## config.mk

```make
export PLATFORM = sky130hd
export DESIGN_NAME = weight_fetch_scheduler
export DESIGN_NICKNAME = d
export VERILOG_FILES = /design/src/rtl/wino_pkg.sv /design/src/rtl/weight_fetch_scheduler.sv
export SDC_FILE = /design/constraint.sdc
export NUM_CORES = 1
export LEC_CHECK = 0
export CORE_ASPECT_RATIO = 0.6
export CORE_MARGIN = 5
export CORE_UTILIZATION = 55
export CTS_BUF_LIST = sky130_fd_sc_hd__clkbuf_16
export DETAILED_ROUTE_END_ITERATION = 7
export DONT_BUFFER_PORTS = 1
export HOLD_SLACK_MARGIN = 0.02
export MAX_ROUTING_LAYER = met4
export PLACE_DENSITY = 0.82
export SLEW_MARGIN = 20
export SYNTH_ARGS = -nofsm -noshare
export SYNTH_HDL_FRONTEND = slang
export SYNTH_SLANG_ARGS = --single-unit
```

## constraint.sdc

```tcl
create_clock -name clk -period 2.41 [get_ports clk]
set_input_delay 0.723 -clock clk [delete_from_list [all_inputs] [get_ports clk]]
set_output_delay 0.723 -clock clk [all_outputs]
set_load 0.005 [all_outputs]
```

## src/rtl/wino_pkg.sv

```systemverilog
// ---------------------------------------------------------------------------
// wino_pkg
// Shared definitions for the Winograd datapath control blocks.
//   wfs_state_e          : weight_fetch_scheduler state encoding
//   WINO_OD_W_DEFAULT    : default output-depth counter width
//   WINO_ID_W_DEFAULT    : default input-depth counter width
//   WEIGHT_DRAIN_CYCLES  : depth of the weight controller's od2 pipeline
// ---------------------------------------------------------------------------
package wino_pkg;

    localparam int WINO_OD_W_DEFAULT   = 8;
    localparam int WINO_ID_W_DEFAULT   = 4;
    localparam int WEIGHT_DRAIN_CYCLES = 3;

    typedef enum logic [1:0] {
        WFS_IDLE  = 2'd0,
        WFS_ISSUE = 2'd1,
        WFS_DRAIN = 2'd2
    } wfs_state_e;

endpackage : wino_pkg

```

## src/rtl/weight_fetch_scheduler.sv

```systemverilog
// ---------------------------------------------------------------------------
// weight_fetch_scheduler
// Walks every output-depth pair (od1, od1+1) x input-depth id and issues one
// weight request per unstalled cycle to the weight controller. id is the
// inner loop, the od pair the outer loop. After the last request it waits
// DRAIN_CYCLES cycles (od2 path through the weight controller) and pulses
// done_o.
//
// Ports:
//   clk                 : clock, rising edge
//   reset               : synchronous active-high reset
//   start_i             : start a sweep (honoured only when idle)
//   total_od_i          : number of output depths, latched on accepted start
//   total_id_i          : number of input depths, latched on accepted start
//   stall_i             : PE arrays cannot accept a request this cycle
//   weight_od1_o        : od1 of the current request (always even)
//   weight_id_o         : id of the current request
//   weight_main_valid_o : request issued this cycle
//   od2_masked_o        : with valid, od1+1 is beyond total_od (discard pkg 2)
//   busy_o              : high whenever not idle
//   done_o              : one-cycle pulse at sweep completion
// ---------------------------------------------------------------------------
module weight_fetch_scheduler
    import wino_pkg::*;
#(
    parameter int OD_W         = WINO_OD_W_DEFAULT,
    parameter int ID_W         = WINO_ID_W_DEFAULT,
    parameter int DRAIN_CYCLES = WEIGHT_DRAIN_CYCLES
) (
    input  logic            clk,
    input  logic            reset,
    input  logic            start_i,
    input  logic [OD_W-1:0] total_od_i,
    input  logic [ID_W-1:0] total_id_i,
    input  logic            stall_i,
    output logic [OD_W-1:0] weight_od1_o,
    output logic [ID_W-1:0] weight_id_o,
    output logic            weight_main_valid_o,
    output logic            od2_masked_o,
    output logic            busy_o,
    output logic            done_o
);

    localparam int DRN_W = (DRAIN_CYCLES > 1) ? $clog2(DRAIN_CYCLES) : 1;
    localparam logic [DRN_W-1:0] DRN_LAST = DRN_W'(DRAIN_CYCLES - 1);

    wfs_state_e       state_q,  state_d;
    logic [OD_W-1:0]  od1_q,    od1_d;
    logic [ID_W-1:0]  id_q,     id_d;
    logic [OD_W-1:0]  tot_od_q, tot_od_d;
    logic [ID_W-1:0]  tot_id_q, tot_id_d;
    logic [DRN_W-1:0] drain_q,  drain_d;

    // Pair arithmetic is one bit wider so total_od near the top of the range
    // (e.g. 255) terminates at od1=254 instead of wrapping back to 0.
    logic [OD_W:0] od1_p1_s;
    logic [OD_W:0] od1_p2_s;
    logic          id_last_s;
    logic          pair_last_s;
    logic          od2_beyond_s;
    logic          valid_s;
    logic          done_s;

    // Pair / inner-loop boundary detection from registered counters.
    always_comb begin
        od1_p1_s     = {1'b0, od1_q} + (OD_W+1)'(1);
        od1_p2_s     = {1'b0, od1_q} + (OD_W+1)'(2);
        id_last_s    = (id_q == (tot_id_q - ID_W'(1)));
        pair_last_s  = (od1_p2_s >= {1'b0, tot_od_q});
        od2_beyond_s = (od1_p1_s >= {1'b0, tot_od_q});
    end

    // Next-state, counter update and output decode.
    always_comb begin
        state_d  = state_q;
        od1_d    = od1_q;
        id_d     = id_q;
        tot_od_d = tot_od_q;
        tot_id_d = tot_id_q;
        drain_d  = drain_q;
        valid_s  = 1'b0;
        done_s   = 1'b0;

        case (state_q)
            WFS_IDLE: begin
                if (start_i) begin
                    tot_od_d = total_od_i;
                    tot_id_d = total_id_i;
                    od1_d    = '0;
                    id_d     = '0;
                    drain_d  = '0;
                    if ((total_od_i == OD_W'(0)) || (total_id_i == ID_W'(0))) begin
                        state_d = WFS_DRAIN;
                    end else begin
                        state_d = WFS_ISSUE;
                    end
                end else begin
                    state_d = WFS_IDLE;
                end
            end

            WFS_ISSUE: begin
                if (!stall_i) begin
                    valid_s = 1'b1;
                    if (id_last_s) begin
                        id_d  = '0;
                        od1_d = od1_p2_s[OD_W-1:0];
                        if (pair_last_s) begin
                            state_d = WFS_DRAIN;
                            drain_d = '0;
                        end else begin
                            state_d = WFS_ISSUE;
                        end
                    end else begin
                        id_d = id_q + ID_W'(1);
                    end
                end else begin
                    // Stalled: hold every counter, no request.
                    state_d = WFS_ISSUE;
                end
            end

            WFS_DRAIN: begin
                // Drain runs regardless of stall; start is ignored here.
                if (drain_q == DRN_LAST) begin
                    done_s  = 1'b1;
                    drain_d = '0;
                    state_d = WFS_IDLE;
                end else begin
                    drain_d = drain_q + DRN_W'(1);
                end
            end

            default: begin
                state_d = WFS_IDLE;
                od1_d   = '0;
                id_d    = '0;
                drain_d = '0;
            end
        endcase
    end

    // State, counter and latched-total registers.
    always_ff @(posedge clk) begin
        if (reset) begin
            state_q  <= WFS_IDLE;
            od1_q    <= '0;
            id_q     <= '0;
            tot_od_q <= '0;
            tot_id_q <= '0;
            drain_q  <= '0;
        end else begin
            state_q  <= state_d;
            od1_q    <= od1_d;
            id_q     <= id_d;
            tot_od_q <= tot_od_d;
            tot_id_q <= tot_id_d;
            drain_q  <= drain_d;
        end
    end

    assign weight_od1_o        = od1_q;
    assign weight_id_o         = id_q;
    assign weight_main_valid_o = valid_s;
    assign od2_masked_o        = valid_s & od2_beyond_s;
    assign busy_o              = (state_q != WFS_IDLE);
    assign done_o              = done_s;

endmodule : weight_fetch_scheduler
```

=== After elaboration in Yosys (flattened, before gate mapping) ===
Cells that the tools add are included.

* Bits in registers: 28
* Bits of input ports: 16
* Output and inout port bits: 16
* Logic and storage cells: 60

* $add $sub $neg: 5
* $lt $le $gt $ge: 2
* Equal/unequal tests: 10
* Mux-type cells: 25
* Bitwise gates (word level): 2
* Reduce and logical (&&, ||, !) cells: 10

{| class="wikitable"
|+ Operator list
! operator !! count
|-
| 8-bit two-way mux || 3
|-
| 8-bit case mux with 3 select lines || 1
|-
| 2-bit two-way mux || 11
|-
| 9-bit by 8-bit greater-or-equal comparator with 1-bit output || 2
|-
| 4-bit two-way mux || 3
|-
| 2-bit case mux with 3 select lines || 2
|-
| 4-bit case mux with 3 select lines || 1
|-
| 2-bit != test, second input constant || 5
|-
| 8-bit by 1-bit adder with 9-bit output, second input constant || 1
|-
| 8-bit by 2-bit adder with 9-bit output, second input constant || 1
|-
| 8-bit logical NOT || 1
|-
| 4-bit AND reduction || 2
|-
| 4-bit by 1-bit adder with 4-bit output, second input constant || 1
|-
| 2-bit equality test, second input constant || 2
|-
| 4-bit equality test || 1
|-
| 4-bit logical NOT || 1
|-
| 1-bit two-way mux || 4
|-
| 2-bit AND reduction || 2
|-
| 4-bit by 1-bit subtractor with 4-bit output, second input constant || 1
|-
| 3-bit != test, second input constant || 1
|-
| 3-bit AND reduction || 1
|-
| 2-bit by 1-bit adder with 2-bit output, second input constant || 1
|-
| 2-bit by 1-bit equality test with 1-bit output, second input constant || 1
|-
| 2-bit logical NOT || 1
|-
| other kinds (4) || 4
|}

=== Longest topological paths before layout ===
Gate-level depths: netlist of run 1.

* Depth in word-level cells: 6
* Mapped depth: 10

=== Worst setup path before layout of run 1 ===
No wires, ideal clock.

* Path kind: input to output
* Start point: in stall_i
* End point: out od2_masked_o
* Arrival time: 1.536 ns
* Path slack: 0.151 ns
* Cell stages on the path: 5
* Path through: or3b_1 > clkbuf_2 > inv_1 > o2111ai_1 > o22ai_1

* Word-level cells in the longest chain between the ends: 3

{| class="wikitable"
|+ RTL lines
! item !! line !! source
|-
| start, declared || weight_fetch_scheduler.sv:35 || <nowiki>input logic stall_i,</nowiki>
|-
| 1-bit two-way mux || weight_fetch_scheduler.sv:103 || <nowiki>if (!stall_i) begin</nowiki>
|-
| 1-bit two-way mux || weight_fetch_scheduler.sv:84 || <nowiki>case (state_q)</nowiki>
|-
| net weight_main_valid_o || weight_fetch_scheduler.sv:38 || <nowiki>output logic weight_main_valid_o,</nowiki>
|-
| 1-bit AND || weight_fetch_scheduler.sv:165 || <nowiki>assign od2_masked_o = valid_s & od2_beyond_s;</nowiki>
|-
| end, declared || weight_fetch_scheduler.sv:39 || <nowiki>output logic od2_masked_o,</nowiki>
|}

The timed path passes the listed nets, and every way through them passes these cells.

=== Worst setup path after layout of run 1 ===
* Start point: reg od1_q[1] (netlist: weight_od1_o[1])
* End point: out od2_masked_o

* Word-level cells in the longest chain between the ends: 3

{| class="wikitable"
|+ RTL lines
! item !! line !! source
|-
| start, declared || weight_fetch_scheduler.sv:48 || <nowiki>logic [OD_W-1:0] od1_q, od1_d;</nowiki>
|-
| start signal, assigned || weight_fetch_scheduler.sv:147 || <nowiki>od1_q <= '0;</nowiki>
|-
| start signal, assigned || weight_fetch_scheduler.sv:154 || <nowiki>od1_q <= od1_d;</nowiki>
|-
| 8-bit by 1-bit adder with 9-bit output || weight_fetch_scheduler.sv:66 || <nowiki>od1_p1_s = {1'b0, od1_q} + (OD_W+1)'(1);</nowiki>
|-
| 9-bit by 8-bit greater-or-equal comparator with 1-bit output || weight_fetch_scheduler.sv:70 || <nowiki>od2_beyond_s = (od1_p1_s >= {1'b0, tot_od_q});</nowiki>
|-
| 1-bit AND || weight_fetch_scheduler.sv:165 ||
|}

No other way between the ends.

==> results of run 1 <==
-- power breakdown --
group / switching (mW) / total, mW / internal (mW) / leakage, nW
clock network: 0.156 / 0.378 / 0.222 / 0.0423
logic: 0.139 / 0.231 / 0.0911 / 0.495
registers: 0.0250 / 0.498 / 0.473 / 0.221
total: 0.320 / 1.11 / 0.786 / 0.759
-- cells by family (layout without fill, tap and decap cells) --
logic type      count (synthesis)  after routing
fa+ha+maj                      17             17
xor+xnor                       12             12
simple gates                   76             76
compound gates                 52             52
other cells                     1              1
buf+inv                        25             26
flops                          27             27
-- timing repair --
action,CTS,global route
endpoints found under the setup margin,1,3
pin swaps,0,1
resized for setup,3,6
-- final cells by class --
cell class	instances	area [sq um]
Clock buffer	3	75.1
Multi-Input combinational cell	158	1060
Timing Repair Buffer	9	67.6
Tap cell	42	52.6
Fill cell	280	1030
Sequential cell	27	544
Clock inverter	1	3.75
Inverter	13	48.8
-- metal layers --
metal  GRT usage [%]  share of wire [%]  vias up  wire (microns)
met3            6.53                8.6        4             341
met5               -                  0        -               0
met2            28.5                 41       51            1620
met1            27.2                 49      670            1950
li1                -                  -      738               -
met4            6.74                1.2        0              47
-- worst max-delay path: cells and delay by family, from the launching register on --
kind | cells | cell delay (ps)
flops | 1 | 420
compound gates | 4 | 550
simple gates | 1 | 70
fa+ha+maj | 1 | 260
-- state kept, by name, indices dropped and copies added, names as in the netlist --
register	count
weight_od1_o	7
drain_q	2
tot_id_q	4
weight_id_o	4
state_q	2
tot_od_q	8
-- worst min path at each step --
stage | cells after the start | endpoint | slack, ps
after global routing | 2 | tot_od_q[3]$_SDFFE_PP0P_ | 480
final | 2 | tot_od_q[0]$_SDFFE_PP0P_ | 450
after floorplan | 2 | tot_od_q[0]$_SDFFE_PP0P_ | 430
after global placement | 2 | tot_od_q[0]$_SDFFE_PP0P_ | 440
after CTS | 2 | tot_od_q[0]$_SDFFE_PP0P_ | 450
after detailed placement | 2 | tot_od_q[0]$_SDFFE_PP0P_ | 440
-- through the flow --
stage / utilization (%) / TNS, ps
after CTS: 63.2 / 0
final: 64.2 / 0
after detailed placement: 60.2 / 0
after floorplan: - / 0
after global placement: 60.2 / 0
after global routing: 64.2 / -7.60
-- layout by cell type (no fill, tap or decap), types with 4 or more instances in the layout --
cell type and count:
dfxtp_1 24, inv_1 14, a21o_1 4, nand3_1 5, buf_4 9, nand2b_1 5
a32o_1 4, xor2_1 6, a21oi_1 24, ha_1 17, nor2_1 8, xnor2_1 6
nand2_1 39
==> impl_metrics.ini, run 1 <==
[critical_path]
crit_path_cell_trace = ha_1 > o21a_1 > o21ai_2 > nand2b_1 > a21oi_2 > o22ai_2
r2r-end = drain_q[0]$_SDFFE_PP0P_
crit_path_end = od2_masked_o
ff2ff_path_depth = 9
start_kind = flip-flop
critical_path.max_stage_delay_ps = 420
timing.rr.start = weight_od1_o[1]$_SDFFE_PP0P_
critPathSlowestCell = dfxtp_2
cp_data_required_time_ps = 1690
endpoint_kind = output pin
crit_arrival_ps = 1570
startpoint = weight_od1_o[1]$_SDFFE_PP0P_
critPathKind = reg -> out
critPathMaxFanout = 10
reg2reg_slack_ps = 230

[flow_run]
cap_violations = 0

[sta]
hold_ws_ps = 448
slew_headroom_pct = 66.6
finalHoldViolCount = 0
setup_viol = 0
finalCriticalPeriod_ps = 2300
drv_slew = 0
finalWorstSetupSlack_ps = 112
fin_crit_sh_pct = 95.3
rsz0062_at_grt = yes
worst_pin_slew_ps = 496
finClkSkew_ps = 3.25
max_freq_mhz = 435

[clock_network]
cts_hold_buf = 0
cts_tree = yes
clkLatencyLatePin_ps = 260
numCtsBuffers = 3
cts.htree.levels = 1
root_buffer = clkbuf_16
clock-sinks = 27
cts.reportedPaths.clkPinSlew_ps = 70
post_cts_buffers = 0
cts_buffer_depth = 2

[power]
irDropWorstVdd_v = 0.000388
total_power_mw = 1.11
power_leakage_nw = 0.759
power_density_mw_per_mm2 = 597

[synthesis]
synth-xor-area-share_pct = 6.29
syn-cell-area_sq_mm = 0.00167
syn_nets = 243
synth-compound-area-share_pct = 20.8
postSynthCellCount = 210
synth.area.mux_share_pct = 0
yosys_warnings = 0
synthTopCellsByArea = dfxtp_1, ha_1, nand2_1, a21oi_1, xnor2_1
synth_top_flop_cell = dfxtp_1
synth_top_area_share_pct = 32.4
async_reset_ff_share_pct = 0
synth_commonest_cells = nand2_1, dfxtp_1, a21oi_1
synth.most_common_cell = nand2_1
synth_cell_types = 40
ys_ff_latch = 27
synth_area_per_cell_sq_um = 7.95
synthSimpleGateAreaFrac_pct = 21.6
synth_top_family_by_area = simple AND/OR/NAND/NOR gates
synth_top_cell_by_area = dfxtp_1
synth_fa_ha_area_share_pct = 12.7
ys_seq_area_share_pct = 32.4
synth_edf_count = 0

[floorplan]
fp.dieH_microns = 52.7
core_area_sq_mm = 0.00289
io_pins = 32
die_area_sq_mm = 0.00428
die_w_microns = 81.1
start_util_pct = 57.8
rows = 15

[grt]
grt_pass1_wl_microns = 6290
grt_max_degree = 21
globalRouteTotalUtil_pct = 20.2
grt_pass1_vias = 1321
grt_overflow = 0
antenna_found_initial = 0

[detailed_routing]
wl_per_cell_microns = 15.6
first_iter_violations = 88
drc_errors = 0
drt-vias-per-instance = 5.78
via_count = 1463
wl_microns = 3960
drt_pass1_iterations = 4
antenna_left = 0

[placed_design]
placed_area_sq_mm = 0.00174
port_buffers = 0
place.gp.congestion = 0.934
dpl.hpwl_microns = 3060
dp_slack_ps = 56.0
dpl.cell_count = 249

[final_layout]
syn_to_final_growth_pct = 11.1
finalInstanceArea_sq_mm = 0.00186
num_antenna_cells = 0
final_net_count = 245
layoutNonFillerInstCount = 253
drive_gt1_share_pct = 11.4

[status]
status = completed

[hold_path]
hp-class = reg -> reg
worstHoldStart = tot_od_q[0]$_SDFFE_PP0P_
No activity file was read; power rests on OpenSTA's default activity.
==> inputs of run 2 (changes only) <==
- CELL_PAD_IN_SITES_DETAIL_PLACEMENT: not set -> 1
- CELL_PAD_IN_SITES_GLOBAL_PLACEMENT: not set -> 1
- CORE_UTILIZATION: 55 -> 46
- PLACE_DENSITY: 0.82 -> 0.91
- REMOVE_ABC_BUFFERS: not set -> 1
==> run 2 against run 1 <==
  * First-iteration DRC count is 35% higher
  * Critical path depth is 1 higher
  * Final cell count is 1.2% higher
==> impl_metrics.ini, run 2 (synthesis gave the netlist of run 1 again) <==
[status]
status = completed

[clock_network]
cts_tree = yes
clock-sinks = 27
post_cts_buffers = 0
numCtsBuffers = 3
cts_hold_buf = 0
root_buffer = clkbuf_16
cts_buffer_depth = 2
cts.reportedPaths.clkPinSlew_ps = 70
cts.htree.levels = 1
clkLatencyLatePin_ps = 260

[detailed_routing]
wl_per_cell_microns = 20.8
drt-vias-per-instance = 6.15
first_iter_violations = 119
drt_pass1_iterations = 4
antenna_left = 0
drc_errors = 0
via_count = 1574
wl_microns = 5330

[grt]
grt_pass1_wl_microns = 8490
grt_overflow = 0
grt_max_degree = 21
grt_pass1_vias = 1719
globalRouteTotalUtil_pct = 22.4
antenna_found_initial = 0

[critical_path]
crit_arrival_ps = 1640
endpoint_kind = output pin
cp_data_required_time_ps = 1690
critPathKind = reg -> out
critPathSlowestCell = dfxtp_2
crit_buf_inv = 1
critical_path.max_stage_delay_ps = 330
critPathMaxFanout = 2
crit_family = compound AO/OA/AOI/OAI gates
crit_path_cell_trace = inv_1 > ha_1 > o21a_1 > o21ai_2 > nand2b_1 > a21oi_2 > o22ai_2
start_kind = flip-flop

[sta]
max_freq_mhz = 423
hold_ws_ps = 455
setup_viol = 0
fin_crit_sh_pct = 98.1
worst_pin_slew_ps = 563
finalWorstSetupSlack_ps = 45.3
fin_tns_setup_ps = 0
finClkSkew_ps = 2.29
finalCriticalPeriod_ps = 2360
slew_headroom_pct = 62.1
finalHoldViolCount = 0
drv_slew = 0

[final_layout]
n_fill_cell = 413
final_common_cell = nand2_1
finalInstanceArea_sq_mm = 0.00190
layout_common_cells = nand2_1, a21oi_1, dfxtp_1
layoutNonFillerInstCount = 256
final_util_pct = 56.4
top_register = tot_od_q
largest_reg_flops = 8
num_antenna_cells = 0
syn_to_final_growth_pct = 13.5
drive_gt1_share_pct = 14.7
final_net_count = 245

[placed_design]
dpl.cell_count = 252
place.gp.congestion = 0.858
port_buffers = 0
dp_slack_ps = -86.9
dpl.hpwl_microns = 4060
placed_area_sq_mm = 0.00174

[flow_run]
cap_violations = 0

[hold_path]
hp-class = reg -> reg

[floorplan]
die_w_microns = 87.8
rows = 16
start_util_pct = 49.7
fp.dieH_microns = 56.7
io_pins = 32
core_area_sq_mm = 0.00336
die_area_sq_mm = 0.00498

[power]
irDropWorstVdd_v = 0.000285
power_leakage_nw = 0.755
total_power_mw = 1.14
power_density_mw_per_mm2 = 600
==> run 2: changes by cell type in the layout (fill, tap and decap cells not counted), moves of 2 or more <==
cell and delta:
dfxtp_2 -2, ha_2 +2, dfxtp_4 +3, ha_1 -2
==> run 2: final cells by class <==
cell class	count	area [sq um]	share of cell area (%)
Clock buffer	3	75.1	3.96
Clock inverter	1	7.51	0.396
Inverter	13	48.8	2.57
Multi-Input combinational cell	158	1090	57.4
Sequential cell	27	553	29.2
Tap cell	45	56.3	2.97
Timing Repair Buffer	9	67.6	3.56
==> run 2: final timing paths <==
check | start | cells after the start | slack, ps | end
hold / removal | tot_od_q[6]$_SDFFE_PP0P_ | 2 | 450 | tot_od_q[6]$_SDFFE_PP0P_
hold reg to reg | tot_od_q[6]$_SDFFE_PP0P_ | 2 | 450 | tot_od_q[6]$_SDFFE_PP0P_
setup / recovery | tot_od_q[1]$_SDFFE_PP0P_ | 7 | 50 | od2_masked_o
setup reg to reg | weight_od1_o[1]$_SDFFE_PP0P_ | 9 | 110 | drain_q[1]$_SDFFE_PP0P_
==> run 2: repair_timing <==
action                                  CTS  global route
gates resized for setup                   5            14
endpoints found under the setup margin    4             5
pin swaps                                 0             4
==> run 2: worst min-delay path: stages, from the launching register on <==
cell and delay, ps:
dfxtp_1 310, nand2_1 50, a21oi_1 50
==> run 2: per-layer routing <==
| layer | share of wire [%] | GRT usage [%] | vias to the layer above |
|---|---|---|---|
| met4 | 2.3 | 5.47 | 0 |
| met1 | 43 | 28.0 | 757 |
| met5 | 0 | - | - |
| li1 | - | - | 739 |
| met3 | 8.2 | 7.75 | 18 |
| met2 | 46 | 34.5 | 60 |
==> run 2: power by group <==
group	total [mW]	switching (mW)	internal [mW]	leakage, nW
clock	0.387	0.161	0.226	0.0371
combinational	0.256	0.163	0.0924	0.495
sequential	0.495	0.0257	0.469	0.223
total	1.14	0.350	0.788	0.755
==> inputs of run 3 (changes only) <==
- GPL_TIMING_DRIVEN: not set -> 0
==> run 3 against run 2 <==
  * Sequential share of layout area up 1.4 points
  * Count of clock-buffer cells in the layout unchanged
  * Maximum frequency down 0.12%
  * Hold slack worse by 1.1 ps
  * Critical endpoint is now drain_q[1]$_SDFFE_PP0P_
  * Largest cell class unchanged
==> impl_metrics.ini, run 3 (synthesis gave the netlist of run 1 again) <==
[status]
status = completed

[detailed_routing]
antenna_left = 0
via_count = 1581
first_iter_violations = 105
wl_per_cell_microns = 21.7
drt_pass1_iterations = 4
drc_errors = 0
wl_met2_microns = 2610
drt-vias-per-instance = 6.40
dr_wl_met3_microns = 368
highest_layer = met4
wl_met1_microns = 2210
wl_microns = 5370

[sta]
rsz0062_at_grt = yes
slew_headroom_pct = 57.3
hold_ws_ps = 453
finClkSkew_ps = 3.49
finalCriticalPeriod_ps = 2370
worst_pin_slew_ps = 640
drv_slew = 0
fin_crit_sh_pct = 98.2
fin_tns_setup_ps = 0
finalHoldViolCount = 0
max_freq_mhz = 422
setup_viol = 0
finalWorstSetupSlack_ps = 42.5

[critical_path]
endpoint_kind = flip-flop
critPathMaxFanout = 5
timing.rr.start = weight_od1_o[5]$_SDFFE_PP0P_
start_kind = flip-flop
crit_arrival_ps = 2510
critPathKind = reg -> reg
reg2reg_slack_ps = 40
cp_data_required_time_ps = 2550
startpoint = weight_od1_o[5]$_SDFFE_PP0P_

[power]
combPwrFrac_pct = 21.3
swShare_pct = 31.0
power_density_mw_per_mm2 = 616
irDropWorstVdd_v = 0.000350
p_int_uw = 779
switching_power_uw = 350
sequentialPowerShare_pct = 44.7
power.share.clock_pct = 34.0
power_leakage_nw = 0.710

[floorplan]
die_w_microns = 87.8
start_util_pct = 49.7
rows = 16
die_area_sq_mm = 0.00498
io_pins = 32
fp.dieH_microns = 56.7
core_area_sq_mm = 0.00336

[grt]
grt_pass1_wl_microns = 8690
grt_overflow = 0
globalRouteTotalUtil_pct = 23.3
antenna_found_initial = 0
grt_pass1_vias = 1693
grt_max_degree = 21

[clock_network]
cts_buffer_depth = 2
cts.htree.levels = 1
post_cts_buffers = 0
cts.reportedPaths.clkPinSlew_ps = 70
numCtsBuffers = 3
cts_tree = yes
root_buffer = clkbuf_16
cts_hold_buf = 0
clock-sinks = 27
clkLatencyLatePin_ps = 260

[placed_design]
place.gp.congestion = 0.838
dp_slack_ps = -226
port_buffers = 0
placed_area_sq_mm = 0.00168
dpl.cell_count = 243
dpl.hpwl_microns = 3920

[final_layout]
final_net_count = 236
largest_reg_flops = 8
final_common_cell = nand2_1
finalInstanceArea_sq_mm = 0.00183
syn_to_final_growth_pct = 9.66
layoutNonFillerInstCount = 247
drive_gt1_share_pct = 11.9
num_antenna_cells = 0
layout_common_cells = nand2_1, a21oi_1, dfxtp_1
top_register = tot_od_q

[flow_run]
cap_violations = 0

[hold_path]
worstHoldStart = tot_od_q[1]$_SDFFE_PP0P_
hp-class = reg -> reg
## run 3: cell count changes in the layout (fill, tap and decap cells not counted), sizes merged
cell	before	now
buf	9	0
clkinv	0	1
clkinvlp	1	0
## run 3: metrics by stage
stage	util (%)	power, mW
floorplan	-	0.661
global placement	49.9	0.699
finish	54.5	1.13
global route	54.5	1.18
detailed placement	49.9	0.727
CTS	53.0	1.11
## run 3: path summary, 6_finish.rpt
path | endpoint | cells after the start
worst min-delay path | tot_od_q[1]$_SDFFE_PP0P_ | 2
worst max-delay path | drain_q[1]$_SDFFE_PP0P_ | 10
worst max register to register | drain_q[1]$_SDFFE_PP0P_ | 10
worst min register to register | tot_od_q[1]$_SDFFE_PP0P_ | 2
## run 3: power by group through the flow
stage          Combinational [mW]  Sequential (mW)  Clock [mW]
5_1_grt                     0.264            0.510       0.402
4_1_cts                     0.224            0.506       0.385
6_report                    0.240            0.505       0.383
2_1_floorplan               0.155            0.506           0
3_5_place_dp                0.212            0.516           0
3_3_place_gp                0.187            0.512           0
## run 3: worst max-delay path, stage by stage, from the launching register on
cell and delay [ps]:
dfxtp_4 390, and3_4 220, nand3_1 120, or2_2 320
nand2_1 90, ha_2 200, a211oi_1 60, nand2_1 120
o221ai_2 170, a2111oi_4 450, o32ai_1 120
## run 3: cell type report
| cell class | instances | area [sq um] |
|---|---|---|
| clock buffers | 3 | 75.1 |
| clock inverters | 1 | 5.00 |
| fillers | 401 | 1530 |
| inverters | 13 | 48.8 |
| multi-input cells | 158 | 1090 |
| flip-flops and latches | 27 | 561 |
| well taps | 45 | 56.3 |
## run 3: timing repair
item | in CTS | in global routing
endpoints found under the hold margin | 0 | 0
setup endpoints to repair | 5 | 9
gates resized for setup | 8 | 15
pin swaps | 0 | 3
## run 3: metal layers
metal / GRT usage (%) / up-vias
li1: - / 722
met1: 27.4 / 769
met2: 38.3 / 64
met3: 6.14 / 26
met4: 8.32 / 0
met5: - / -
==> RTL change (config.mk and constraints of run 2) <==
Change the package constant `WINO_ID_W_DEFAULT` from 4 to 3.
--- a/src/rtl/wino_pkg.sv
+++ b/src/rtl/wino_pkg.sv
@@ -11,3 +11,3 @@
     localparam int WINO_OD_W_DEFAULT   = 8;
-    localparam int WINO_ID_W_DEFAULT   = 4;
+    localparam int WINO_ID_W_DEFAULT   = 3;
     localparam int WEIGHT_DRAIN_CYCLES = 3;
Ports: changed (resized total_id_i and weight_id_o); port bits go from 32 to 30. The function was not compared with the original's and may differ.
==> RTL change against run 2 <==
  * Total power fell by 5.8%
  * Highest routed layer unchanged
  * Sequential power is 5.5% lower
  * Design area fell by 5.9%
  * Synthesized area decreased by 1.1%
  * Routed wire length down 15%
  * First-iteration DRC count fell by 29%
  * Setup slack worse by 0.014 ns
  * Utilization decreased by 3.3 points
  * Count of clock-buffer cells in the layout stayed put
  * Sequential cell count decreased by 2
==> RTL change: results (changes against run 2) <==
| Metric | Value |
|---|---|
| Status | finished clean |
| Max IR drop VDD | 269 uV (-5.7%) |
| Drt pass-1 iters | 4 (unchanged) |
| Layout cell share with drive strength beyond 1 | 15.4% (+0.69 points) |
| Hold path cells | 2 (unchanged) |
| Hold endpoint | tot_od_q[0] |
| Yosys cell types | 53 (+33%) |
| CP max-delay cell | ha_1 |
| Initial antenna violation count | 0 (unchanged) |
| Number of flip-flops under the largest register name | 8 (unchanged) |
| Vias in the first global route | 1494 (-13%) |
| Layout net count | 228 (-6.9%) |
| Synth Warn # | 0 (unchanged) |
| Leak pwr | 0.717 nW (-5.1%) |
| Slowest Stage Delay on Critical Path | 0.35 ns (+0.02 ns) |
| RD Place Congestion | 0.929 (+8.3%) |
| R2r endpoint | state_q[0] |
| Fmax | 420 MHz (-0.59%) |
| Post-synthesis adder-cell area fraction | 12.9% (+0.14 points) |
| DPL Wire Length | 3.57 mm (-12%) |
| WL per Instance | 18.9 um (-9.0%) |
| Delay-heaviest family, CP | compound AO/OA/AOI/OAI gates |
| Mux share of post-synthesis cell area | 1.29% (+1.3 points) |
| FF-to-FF path depth | 9 (unchanged) |
| Total GRT Usage | 20.1% (-2.3 points) |
| Share of flip-flops with an asynchronous set or reset | 0% (unchanged) |
| Global-route wire length before repair | 7.53 mm (-11%) |
| Worst hold path class | reg2reg |
| Largest net degree at the start of global routing | 20 (-4.8%) |
| Area contributors post-synth | dfxtp_1 (30%), ha_1 (13%), nand2_1 (7.0%) |
| Reg2reg setup slack | 0.13 ns (+0.02 ns) |
| Pre-CTS setup slack | 0.0937 ns (+0.181 ns) |
| Clk_skew | 0.00323 ns (+0.000945 ns) |
| Synth Area in XOR/XNOR | 5.68% (-0.61 points) |
| Compound-gate portion of the synthesized area | 18.9% (-2.0 points) |
| Clk Latency, worst-skew pair | 0.26 ns (about the same) |
| Root Buffer | clkbuf_16 |
| Postcts setup bufs | 0 (unchanged) |
| Hold Crit Start | tot_od_q[0] |
| Worst path arrival time | 1.66 ns (+0.02 ns) |
| Clock transition at path regs | around 0.06 ns |
| Vias/cell | 5.82 (-5.4%) |
| Int Pwr | 757 uW (-3.9%) |
| Max Transition Viols Final | 0 (unchanged) |
| Initial DRC Count | 84 (-29%) |
| Reg-to-reg startpoint | weight_od1_o[1] |
| Synth top cells by count | nand2_1 (31), dfxtp_1 (25), a21oi_1 (19) |
| Seq/Total Area, Yosys | 30.3% (-2.1 points) |
RTL change: cell types whose count changed after synthesis, moves of 3 or more:
cell and delta:
inv_1 +4, o32ai_1 -3, nand2_1 -8, nor2_1 +3
a21oi_1 -6, o21ai_1 +4
RTL change: cells by family (layout without fill, tap and decap cells):
kind of cell / Yosys count / in the layout
xor gates and xnor gates: 9 / 9
adders and majority gates: 17 / 17
and+or+nand+nor: 71 / 71
DFF: 25 / 25
other: 1 / 1
AOI/OAI and AO/OA: 46 / 46
buffers and inverters: 29 / 24
muxes: 2 / 2
RTL change: area by class of cell:
| cell class | instances | area (um^2) |
|---|---|---|
| Multi-Input combinational cell | 146 | 1050 |
| Clock buffer | 3 | 75.1 |
| Fill cell | 420 | 1580 |
| Inverter | 17 | 63.8 |
| Clock inverter | 1 | 3.75 |
| Tap cell | 45 | 56.3 |
| Sequential cell | 25 | 504 |
| Timing Repair Buffer | 3 | 26.3 |
RTL change: through the flow:
| step | utilization (%) | std cells | cell area [um^2] | hold WS (ns) |
|---|---|---|---|---|
| after floorplan | - | 188 | 1590 | 0.425 |
| after global placement | 49.5 | 236 | 1660 | 0.439 |
| after detailed placement | 49.5 | 236 | 1660 | 0.447 |
| after CTS | 52.7 | 240 | 1770 | 0.458 |
| after global routing | 53.0 | 240 | 1780 | 0.487 |
| final | 53.0 | 240 | 1780 | 0.457 |
RTL change: how the worst max path moves through the flow:
stage / from / end / cells after the start
final: tot_od_q[7] / od2_masked_o / 5
after CTS: tot_od_q[7] / od2_masked_o / 5
after detailed placement: weight_od1_o[1] / state_q[0] / 9
after global placement: weight_od1_o[1] / state_q[0] / 9
after floorplan: weight_od1_o[1] / state_q[0] / 9
after global routing: weight_od1_o[1] / od2_masked_o / 8
RTL change: power by group through the flow:
stage / registers (mW) / logic [mW] / clock network [mW]
finish: 0.468 / 0.239 / 0.364
CTS: 0.468 / 0.235 / 0.376
global placement: 0.474 / 0.209 / 0
detailed placement: 0.477 / 0.226 / 0
global route: 0.472 / 0.266 / 0.393
floorplan: 0.469 / 0.173 / 0
RTL change: worst reg2reg max path, delay by kind of cell (launching register included):
family	cells	cell delay, ns
DFF	1	0.33
and+or+nand+nor	2	0.45
adders and majority gates	2	0.50
AOI/OAI and AO/OA	5	0.90
RTL change: timing repair:
item,CTS,global route
endpoints found under the setup margin,1,5
gates resized for setup,7,3
pin swaps,3,1
RTL change: per-layer routing:
layer | global-route usage (%) | wire (um) | vias to the layer above | part of all wire (%)
li1 | - | - | 671 | -
met1 | 25.9 | 2080 | 679 | 46
met2 | 31.9 | 2130 | 36 | 47
met3 | 3.95 | 226 | 10 | 5.0
met4 | 5.91 | 101 | 0 | 2.2
met5 | - | 0 | - | 0
